**config.mk**
```make
export PLATFORM = sky130hd
export DESIGN_NAME = stage_sequencer
export DESIGN_NICKNAME = d
export VERILOG_FILES = /design/src/rtl/stage_sequencer.sv
export SDC_FILE = /design/constraint.sdc
export NUM_CORES = 1
export LEC_CHECK = 0
export BUFFER_PORTS_ARGS = -buffer_cell sky130_fd_sc_hd__buf_2
export CAP_MARGIN = 25
export CORE_UTILIZATION = 50
export DETAILED_ROUTE_END_ITERATION = 10
export PLACE_DENSITY_LB_ADDON = 0.3
export SLEW_MARGIN = 20
export SYNTH_ARGS = -nofsm -noshare
export SYNTH_HDL_FRONTEND = slang
export SYNTH_SLANG_ARGS = --single-unit
```
**constraint.sdc**
```tcl
create_clock -name i_Clk -period 2.1 [get_ports i_Clk]
set_input_delay 0.21 -clock i_Clk [delete_from_list [all_inputs] [get_ports i_Clk]]
set_output_delay 0.21 -clock i_Clk [all_outputs]
set_load 0.005 [all_outputs]
```
**src/rtl/stage_sequencer.sv**
```systemverilog
// Stage sequencer: loads program words over a valid/ready stream, then rotates
// FETCH -> DECODE -> EXECUTE until a reload request returns it to LOAD.
module stage_sequencer #(
  parameter int unsigned INSTR_W    = 12,
  parameter int unsigned ADDR_W     = 8,
  parameter int unsigned PROG_DEPTH = 256
) (
  input  logic                i_Clk,
  input  logic                i_Rst_n,
  input  logic                i_Load_valid,
  input  logic [INSTR_W-1:0]  i_Load_data,
  input  logic                i_Load_last,
  output logic                o_Load_ready,
  input  logic                i_Reload,
  output logic [1:0]          o_Stage,
  output logic [ADDR_W-1:0]   o_Pmem_addr,
  output logic [INSTR_W-1:0]  o_Pmem_wdata,
  output logic                o_Pmem_we,
  output logic [ADDR_W:0]     o_Prog_len,
  output logic                o_Load_ovf
);

  localparam int unsigned CNT_W = ADDR_W + 1;

  localparam logic [2:0] ST_ACCEPT  = 3'd0;
  localparam logic [2:0] ST_DRAIN   = 3'd1;
  localparam logic [2:0] ST_FETCH   = 3'd2;
  localparam logic [2:0] ST_DECODE  = 3'd3;
  localparam logic [2:0] ST_EXECUTE = 3'd4;

  localparam logic [CNT_W-1:0] LAST_IDX = CNT_W'(PROG_DEPTH - 1);

  logic [2:0]         state_q,      state_d;
  logic [1:0]         stage_q,      stage_d;
  logic               load_ready_q, load_ready_d;
  logic [CNT_W-1:0]   cnt_q,        cnt_d;
  logic [ADDR_W-1:0]  pmem_addr_q,  pmem_addr_d;
  logic [INSTR_W-1:0] pmem_wdata_q, pmem_wdata_d;
  logic               pmem_we_q,    pmem_we_d;
  logic [CNT_W-1:0]   prog_len_q,   prog_len_d;
  logic               load_ovf_q,   load_ovf_d;
  logic               xfer;

  // Ready is only ever high in ACCEPT, so this is the full handshake.
  assign xfer = i_Load_valid & load_ready_q;

  always_ff @(posedge i_Clk or negedge i_Rst_n) begin
    if (!i_Rst_n) begin
      state_q      <= ST_ACCEPT;
      stage_q      <= 2'b00;
      load_ready_q <= 1'b0;
      cnt_q        <= '0;
      pmem_addr_q  <= '0;
      pmem_wdata_q <= '0;
      pmem_we_q    <= 1'b0;
      prog_len_q   <= '0;
      load_ovf_q   <= 1'b0;
    end else begin
      state_q      <= state_d;
      stage_q      <= stage_d;
      load_ready_q <= load_ready_d;
      cnt_q        <= cnt_d;
      pmem_addr_q  <= pmem_addr_d;
      pmem_wdata_q <= pmem_wdata_d;
      pmem_we_q    <= pmem_we_d;
      prog_len_q   <= prog_len_d;
      load_ovf_q   <= load_ovf_d;
    end
  end

  always_comb begin
    state_d      = state_q;
    cnt_d        = cnt_q;
    pmem_addr_d  = pmem_addr_q;
    pmem_wdata_d = pmem_wdata_q;
    pmem_we_d    = 1'b0;
    prog_len_d   = prog_len_q;
    load_ovf_d   = load_ovf_q;
    stage_d      = 2'b00;

    case (state_q)
      ST_ACCEPT: begin
        if (xfer) begin
          pmem_we_d    = 1'b1;
          pmem_addr_d  = cnt_q[ADDR_W-1:0];
          pmem_wdata_d = i_Load_data;
          cnt_d        = cnt_q + CNT_W'(1);
          // A word that fills the last slot ends the load just like last=1.
          if (i_Load_last || (cnt_q == LAST_IDX)) begin
            state_d    = ST_DRAIN;
            prog_len_d = cnt_q + CNT_W'(1);
            load_ovf_d = ~i_Load_last;
          end
        end
      end
      ST_DRAIN:  state_d = ST_FETCH;
      ST_FETCH:  state_d = ST_DECODE;
      ST_DECODE: state_d = ST_EXECUTE;
      ST_EXECUTE: begin
        if (i_Reload) begin
          state_d    = ST_ACCEPT;
          cnt_d      = '0;
          load_ovf_d = 1'b0;
        end else begin
          state_d    = ST_FETCH;
        end
      end
      default:   state_d = ST_ACCEPT;
    endcase

    case (state_d)
      ST_FETCH:   stage_d = 2'b01;
      ST_DECODE:  stage_d = 2'b10;
      ST_EXECUTE: stage_d = 2'b11;
      default:    stage_d = 2'b00;
    endcase

    load_ready_d = (state_d == ST_ACCEPT);
  end

  assign o_Load_ready = load_ready_q;
  assign o_Stage      = stage_q;
  assign o_Pmem_addr  = pmem_addr_q;
  assign o_Pmem_wdata = pmem_wdata_q;
  assign o_Pmem_we    = pmem_we_q;
  assign o_Prog_len   = prog_len_q;
  assign o_Load_ovf   = load_ovf_q;

endmodule

```
==> run summary, run 1 <==
The number of placed I/O pins is around 50. The number of sinks driven by the clock tree came out at 46. The via count of the first global-routing pass is about 1400. The worst setup path is launched from a flop. At the later pin of the worst-skew pair, clock insertion delay measures 0.30 ns. The register bit count reported by yosys came out at 46. The number of iterations in the first detailed-routing pass came out at 4.

The most area-hungry cell type in the Yosys netlist is sky130_fd_sc_hd__dfrtp_1. The total number of vias came out at 1499. The post-synth design cell area came out at around 2000 sq um. In this run the post-CTS setup repair buffer count came out at 0. In this run, the number of DRC markers left after iteration 0 of detailed routing was 87.

In this run, CTS created clock tree buffers numbering 5. The flow ran to the end, and the final reports show no timing, DRC or antenna violations. The worst setup path is captured at a flop. The most common library cell in the layout ignoring fill and taps is sky130_fd_sc_hd__buf_2.

The share of the synthesized area in compound gates (AO/OA/AOI/OAI) is ~14%. Measured along the y axis, the die boundary spans about 66 microns. The number of distinct library cell variants in the gate-level netlist after synthesis is 44.

The pin count of the biggest net entering global routing came out at 26. Counting every instance in the synthesized netlist gives roughly 170. Of all nets on the critical path, the largest fanout is 6.

The tree is rooted in a sky130_fd_sc_hd__clkbuf_8. After synthesis, the cell types taking the most area are sky130_fd_sc_hd__dfrtp_1 56%, sky130_fd_sc_hd__mux2_2 12%, sky130_fd_sc_hd__o21ai_0 4.9%. Dividing the detail-routed via count by the number of cells gives about 5.4. The largest clock skew in the final design is 0.005867 ns. TritonCTS built the clock tree.

The layout cell share with drive strength beyond 1 came out at between 40% and 50%. The fraction of synthesized cell area taken by the top area cell type is a little under three fifths. The core region area came out at between 3000 and 4000 sq um. Max-cap violations in this run came to 0. For this run, the top clock speed supported by timing is ~500 MHz. The worst hold path belongs to the class in -> reg. The final routed DRC violation total came out at 0. The worst pin sits at a relative slew slack of 63.67%. The post-detailed-route wirelength per cell is approximately 15 microns.

The required time of the worst setup path came out at approximately 2.3 ns. The aggregate global-route resource usage is a little over a fifth. The wire length of the first global-routing pass came out at 6699 microns. The transition time at the pin with the least slew margin came out at ~0.55 ns. The maximum vdd ir drop is 0.7701 mV. CTS built an H-tree with a depth of 2. The synthesis-to-layout area growth came out at 20.37%. The number of hold violations in the final report came to 0. Setup repair after global routing left no endpoint under its margin. The largest family of logic cells by synthesized area is compound AO/OA/AOI/OAI gates. The static leakage power came out at 1.153 nW. The top flip-flop cell by instance count after synthesis is sky130_fd_sc_hd__dfrtp_1. The share of synthesized cell area in full adder, half adder and majority cells is 1.227%. The final setup violation count is 0. During synthesis, Yosys emitted a total of 0 warnings. The mean instance size in the synthesized netlist is ~12 sq um. Of the synthesized area, sequential elements account for 56.44%. The count of buffers inserted at the top-level ports is 50. The residual overflow from global routing came out at 0.

The final worst-path cycle share came out at between 90% and 100%. The critical setup path kind is reg -> reg. The placed wire-length estimate after detailed placement came out at about 3000 microns. The initial antenna violation count came out at 0. For the final routed database, the setup TNS stands at 0 ns.

For this design the ratio of total power to cell area is 1323 nW/um^2. The floorplan step defined a die boundary enclosing 4338 sq um. The number of nets at the end of the flow came out at approximately 250. The number of nets produced by synthesis came out at 188. The library cells used most frequently in the layout, excluding fill and tap cells, are 50 x sky130_fd_sc_hd__buf_2, 45 x sky130_fd_sc_hd__dfrtp_1, 21 x sky130_fd_sc_hd__mux2_2, 20 x sky130_fd_sc_hd__o21ai_0, 10 x sky130_fd_sc_hd__buf_4. The count of nets left with antenna violations once routing finished came out at 0.

The initial cell density of the core came out at a little over half. The final critical-path required period is 1.973 ns. The clock transition time at the flip-flop clock pins of the worst setup and hold paths is 0.08 ns. Final hold analysis gives a worst-case slack of between 0.1 and 0.15 ns. The count of antenna diodes in the layout is 0.

The final estimated routing congestion in global placement is between 0.8 and 0.9. The final-report max-slew violation count came out at 0. The xor/xnor cell area share of the yosys netlist came out at roughly 1.3%. In this run the deepest clock path goes through 2 buffers.

At the worst endpoint, the arrival time is around 2.2 ns. The wire length after detailed routing came out at ~4100 microns. The mux share of post-synthesis cell area came out at between 10% and 20%.

The number of cell rows came out at 22. Summing the areas of all and, or, nand and nor instances in the mapped netlist gives under 10% of the synthesized area. The count of flip-flops with a built-in enable after synthesis came out at 0.

The die is approximately 66 microns wide. The overall power consumption came out at 0.003248 W. After synthesis, the share of flip-flops with an asynchronous set or reset is 100.0%.
## routing by layer
layer  track usage (%)  part of all wire, %  vias up
met2             30.74                   43       50
met3             5.000                  5.4        7
met5                 0                    0        -
met4             11.41                  2.1        0
met1             29.77                   49      710
li1                  -                    -      732
## critical path, stage by stage (launching register included)
cell,delay (ns)
sky130_fd_sc_hd__dfrtp_2,0.41
sky130_fd_sc_hd__ha_1,0.24
sky130_fd_sc_hd__inv_1,0.12
sky130_fd_sc_hd__nor3_1,0.21
sky130_fd_sc_hd__ha_1,0.19
sky130_fd_sc_hd__o211ai_1,0.13
sky130_fd_sc_hd__nor2_2,0.21
sky130_fd_sc_hd__mux2_2,0.36
## metrics by stage
step	std cells	setup slack (ns)	utilization [%]	instance area, sq um
floorplan	169	0.1682	-	2039
finish	276	0.1271	64.62	2455
global route	276	0.0005065	64.62	2455
CTS	276	0.06121	64.53	2451
global placement	268	0.1431	62.15	2361
detailed placement	268	0.07911	62.15	2361
## flip-flops by register name, summed over array words and instances, names as in the netlist
| name | count |
|---|---|
| cnt_q | 9 |
| o_Prog_len | 9 |
| state_q | 3 |
| o_Load_ovf | 1 |
| o_Pmem_addr | 8 |
| o_Load_ready | 1 |
| o_Pmem_we | 1 |
| o_Pmem_wdata | 12 |
| o_Stage | 2 |
## power breakdown
group / internal, W / total (W) / switching (W)
sequential: 0.00124 / 0.00150 / 0.000264
combinational: 0.000643 / 0.00124 / 0.000599
clock: 0.000228 / 0.000505 / 0.000277
## cells in the mapped netlist, types with 2 or more instances
master / n
sky130_fd_sc_hd__nand3_1: 5
sky130_fd_sc_hd__nor3_1: 3
sky130_fd_sc_hd__nand2_1: 8
sky130_fd_sc_hd__dfrtp_1: 46
sky130_fd_sc_hd__xnor2_1: 2
sky130_fd_sc_hd__nor2b_1: 3
sky130_fd_sc_hd__o211ai_1: 3
sky130_fd_sc_hd__clkbuf_1: 2
sky130_fd_sc_hd__nor2_1: 3
sky130_fd_sc_hd__and2_1: 2
sky130_fd_sc_hd__mux2_2: 21
sky130_fd_sc_hd__inv_1: 5
sky130_fd_sc_hd__o311a_1: 2
sky130_fd_sc_hd__buf_6: 3
sky130_fd_sc_hd__ha_1: 2
sky130_fd_sc_hd__o21ai_0: 20
sky130_fd_sc_hd__mux2i_1: 3
sky130_fd_sc_hd__a2bb2oi_1: 3
sky130_fd_sc_hd__a21oi_1: 6
sky130_fd_sc_hd__buf_2: 2
sky130_fd_sc_hd__nor4_1: 2
## cell families (layout without fill, tap and decap cells)
kind of cell    Yosys count  in the layout
compound gates           45             45
xor+xnor                  3              3
fa+ha+maj                 2              2
buf+inv                  15             74
flops                    46             46
mux                      24             24
simple gates             34             34
## layout make-up
type	instances	area [sq um]
clock buffers	6	72.57
clock inverters	1	7.507
inverters	6	22.52
flip-flops and latches	46	1152
well taps	48	60.06
fillers	319	1344
multi-input cells	108	804.5
repair buffers	61	335.3
## path summary, 6_finish.rpt
kind | from | end | slack (ns) | depth (start not counted)
worst max-delay path | cnt_q[1] | o_Prog_len[3] | 0.13 | 7
worst min-delay path | i_Load_data[9] | o_Pmem_wdata[9] | 0.14 | 2
worst max register to register | cnt_q[1] | o_Prog_len[3] | 0.13 | 7
worst min register to register | o_Pmem_addr[4] | o_Pmem_addr[4] | 0.50 | 1
max in group asynchronous | i_Rst_n | o_Pmem_wdata[6] | 1.11 | 3
min in group asynchronous | i_Rst_n | o_Prog_len[8] | 0.42 | 2
## timing repair
action / in CTS / in global routing
hold buffers: 1 / 0
setup endpoints to repair: 0 / 3
resized for setup: 0 / 2
endpoints found under the hold margin: 23 / 0
Power figures use the tool's default switching activity.
==> run 2: changes to the inputs <==
ABC_AREA = 1   (was default)
==> run 2 against run 1 <==
The run now ends with negative hold slack left. Register-to-register slack improved by 0.14 ns. Hold slack got worse by 0.16 ns. Global-route usage decreased by 1.0 points. Sequential share of layout area increased by 1.3 points. Cell area down 2.5%. First-iteration DRC count is 28% lower. Area after synthesis shrank 1.8%. Largest power group unchanged.
==> run summary, run 2 <==
The area of the multi-input gates came out at 733.2 sq um (-8.9%). The count of buffers inserted at the top-level ports is 50 (unchanged). The clock transition time at the flip-flop clock pins of the worst setup and hold paths came out at 0.08 ns (about the same). By area the synthesized netlist is led by sky130_fd_sc_hd__dfrtp_1 57%, sky130_fd_sc_hd__nand2_1 19%, sky130_fd_sc_hd__nand3_1 5.5%. The fraction of synthesized cell area taken by the top area cell type is 57.46% (+1.0 points). The most common library cell in the layout ignoring fill and taps is sky130_fd_sc_hd__nand2_1. The wire length of the first global-routing pass came to 6430 microns (-4.0%). The number of hold violations in the final report was 36 (+36). The start point of the critical path is cnt_q[0].

Compared with the post-synthesis result, the final layout area differs by 19.49%. The total negative slack for setup checks came to 0 ns (unchanged). The remaining antenna violation count after routing is 0 (unchanged).

The layout cell share with drive strength beyond 1 came out at 25.35% (-16 points). The number of filler cells placed in the layout came out at 327 (+2.5%). The top cell types in the final layout, fill and taps aside, are 100 x sky130_fd_sc_hd__nand2_1, 50 x sky130_fd_sc_hd__buf_2, 44 x sky130_fd_sc_hd__dfrtp_1, 22 x sky130_fd_sc_hd__nand3_1, 21 x sky130_fd_sc_hd__inv_1. The type of destination of the critical path is a flop. The maximum vdd ir drop came out at 0.8189 mV (+6.3%).

In this run the critical register-to-register path is launched from cnt_q[0]. The number of nets produced by synthesis is 252 (+34%). The number of levels the H-tree was split into came out at 2 (unchanged).

The largest clock skew in the final design is 0.008246 ns (+0.002380 ns). The register bit count reported by yosys came out at 46 (unchanged). Among all flip-flop cells after synthesis, the most frequent one is sky130_fd_sc_hd__dfrtp_1. The warning count from the yosys run is 0 (unchanged).

The min-delay analysis places its worst path in the category in -> async. In the post-synthesis netlist, the cell with the most instances is sky130_fd_sc_hd__nand2_1. The setup path with the least slack is of type reg -> reg. The initial cell density of the core is 53.51% (-0.18 points). The wire length after detailed routing is 3833 microns (-7.0%).

The required time of the worst setup path came to 2.29 ns (about the same). The count of antenna diodes in the layout came out at 0 (unchanged). The number of placed I/O pins came out at 51 (unchanged). Setup repair after global routing left no endpoint under its margin. The pin count of the biggest net entering global routing came out at 47 (+81%).

The maximum number of buffers from clock root to sink came out at 2 (unchanged). The post-cts sizing count came out at 0 (unchanged). The residual overflow from global routing is 0 (unchanged). The data arrival at the endpoint of the critical path was 2.03 ns (-0.13 ns). The initial antenna violation count is 0 (unchanged).

The flip-flop count of the largest register after layout is 12 (unchanged). The width of the die came out at 65.30 microns (-0.87%). The slowest cell on the critical path is sky130_fd_sc_hd__dfrtp_1.

The utilization of the core after routing is 63.94% (-0.69 points). In the synthesized netlist, the cells that appear most often are 100 x sky130_fd_sc_hd__nand2_1, 46 x sky130_fd_sc_hd__dfrtp_1, 22 x sky130_fd_sc_hd__nand3_1, 21 x sky130_fd_sc_hd__inv_1, 9 x sky130_fd_sc_hd__nor2_1. The via density per instance was 4.836 (-11%). The number of nets at the end of the flow came out at 306 (+24%). The final setup violation count is 0 (unchanged). The highest fanout seen on the critical path came out at 13 (+7). The final reports fail on negative hold slack. The final-report max-slew violation count was 0 (unchanged). The most area-hungry cell type in the Yosys netlist is sky130_fd_sc_hd__dfrtp_1. The highest clock frequency the design can meet is 544.2 MHz (+7.4%). The total CTS buffers came out at 5 (unchanged). The worst setup path is launched from a flop. The number of distinct library cell variants in the gate-level netlist after synthesis was 21 (-52%). The vertical extent of the die came out at 65.30 microns (-0.87%). The final estimated routing congestion in global placement came out at 0.8616 (-1.8%). The number of hold-repair buffers added at the cts stage came out at 0 (-1). The post-detailed-route wirelength per cell came out at 11.41 microns (-24%). The number of sinks driven by the clock tree is 46 (unchanged). The core region area was 3744 sq um (-1.4%). The areal power density over the cells was 1162 nW/um^2 (-12%). The number of iterations in the first detailed-routing pass is 4 (unchanged). The number of cell rows is 22 (unchanged). The count of flip-flops with a built-in enable after synthesis came out at 0 (unchanged). The post-synth design cell area is 2003 sq um (-1.8%).

The clock insertion delay at the later pin of the skew report is 0.30 ns (about the same). The run finished, with violations left. The post-synthesis instance total came out at 233 (+38%). The async set or reset register ratio after synthesis is 100.0% (unchanged).

The final worst-path cycle share is 87.50% (-6.5 points). The kind of cell with the highest combined delay along the critical path is simple AND/OR/NAND/NOR gates. The floorplan die area came out at 4263 sq um (-1.7%). The static leakage power came out at 1.350 nW (+17%). The final routed DRC violation total came out at 0 (unchanged). The number of violations reported at the end of detailed-routing iteration 0 is 63 (-28%). The final critical-path required period is 1.837 ns (-0.1355 ns). The post-CTS setup buffer count came to 0 (unchanged). Traced cell by cell, the critical path runs through ha_2 > nand3_1 > nor2_1 > ha_1 > inv_1 > nand2_1 > nand2_1 > nor2_8 > inv_2 > nand2_1 > o21ai_2.

The transition time at the pin with the least slew margin was 0.5513 ns (+0.006300 ns). The clock root buffer is sky130_fd_sc_hd__clkbuf_8. The placed wire-length estimate after detailed placement is 2744 microns (-9.1%). The total number of vias came out at 1625 (+8.4%). TritonCTS built the clock tree. The worst hold slack across all endpoints is -0.01789 ns (-0.1600 ns).

The share of synthesized area occupied by flip-flops and latches is 57.46% (+1.0 points). The via count of the first global-routing pass came out at 1514 (+6.3%). The register area is 1154 sq um (+0.11%). The delay contributed by the slowest stage of the critical path is 0.43 ns (+0.02 ns). The tightest slew margin relative to the limit is 63.25% (-0.42 points). The number of maximum-capacitance violations is 0 (unchanged). The number of buffer and inverter instances along the worst setup path came to 2 (+1).

The most repeated library cell on the critical path is sky130_fd_sc_hd__nand2_1. The aggregate global-route resource usage is 20.36% (-1.0 points). The mean instance size in the synthesized netlist came out at 8.597 sq um (-29%).
[run 2: cell families after synthesis]
family,share of synthesized area [%]
fa+ha+maj,1.249
flops,57.46
compound gates,5.622
xor+xnor,0.4373
simple gates,29.17
buf+inv,6.059
[run 2: layer usage]
metal  GRT usage [%]  wire, microns  vias to the layer above
met5               0              0                        -
met4           8.424             57                        0
met3           4.688            201                        7
met2           33.89           1844                       50
met1           25.43           1730                      728
li1                -              -                      840
[run 2: power by group]
part / switching [W] / internal (W)
Clock: 0.000276 / 0.000265
Sequential: 0.000178 / 0.00115
Combinational: 0.000536 / 0.000373
[run 2: stage by stage]
step	power, W	setup slack (ns)	cells	instance area (sq um)	hold WS, ns
detailed placement	0.002256	0.2293	328	2297	0.3281
CTS	0.002798	0.2155	336	2389	0.007570
global route	0.003002	0.01695	336	2394	0.03975
floorplan	0.001900	0.3391	233	2003	-0.08559
finish	0.002781	0.2625	336	2394	-0.01789
global placement	0.002234	0.2951	328	2297	0.3244
[run 2: worst paths after layout]
check                                   end  slack [ns]  cells after the start
hold / removal                o_Prog_len[3]       -0.02                      2
setup reg to reg              o_Prog_len[8]        0.26                     11
hold reg to reg               o_Prog_len[1]        0.48                      2
max in group asynchronous          cnt_q[2]        1.71                      2
setup / recovery              o_Prog_len[8]        0.26                     11
min in group i_Clk         o_Pmem_wdata[10]        0.10                      3
[run 2: layout make-up]
type / count / share of cell area [%]
Inverter: 22 / 3.450
Multi-Input combinational cell: 159 / 30.63
Clock inverter: 1 / 0.2091
Clock buffer: 7 / 3.607
Timing Repair Buffer: 53 / 11.40
Tap cell: 48 / 2.509
Sequential cell: 46 / 48.20
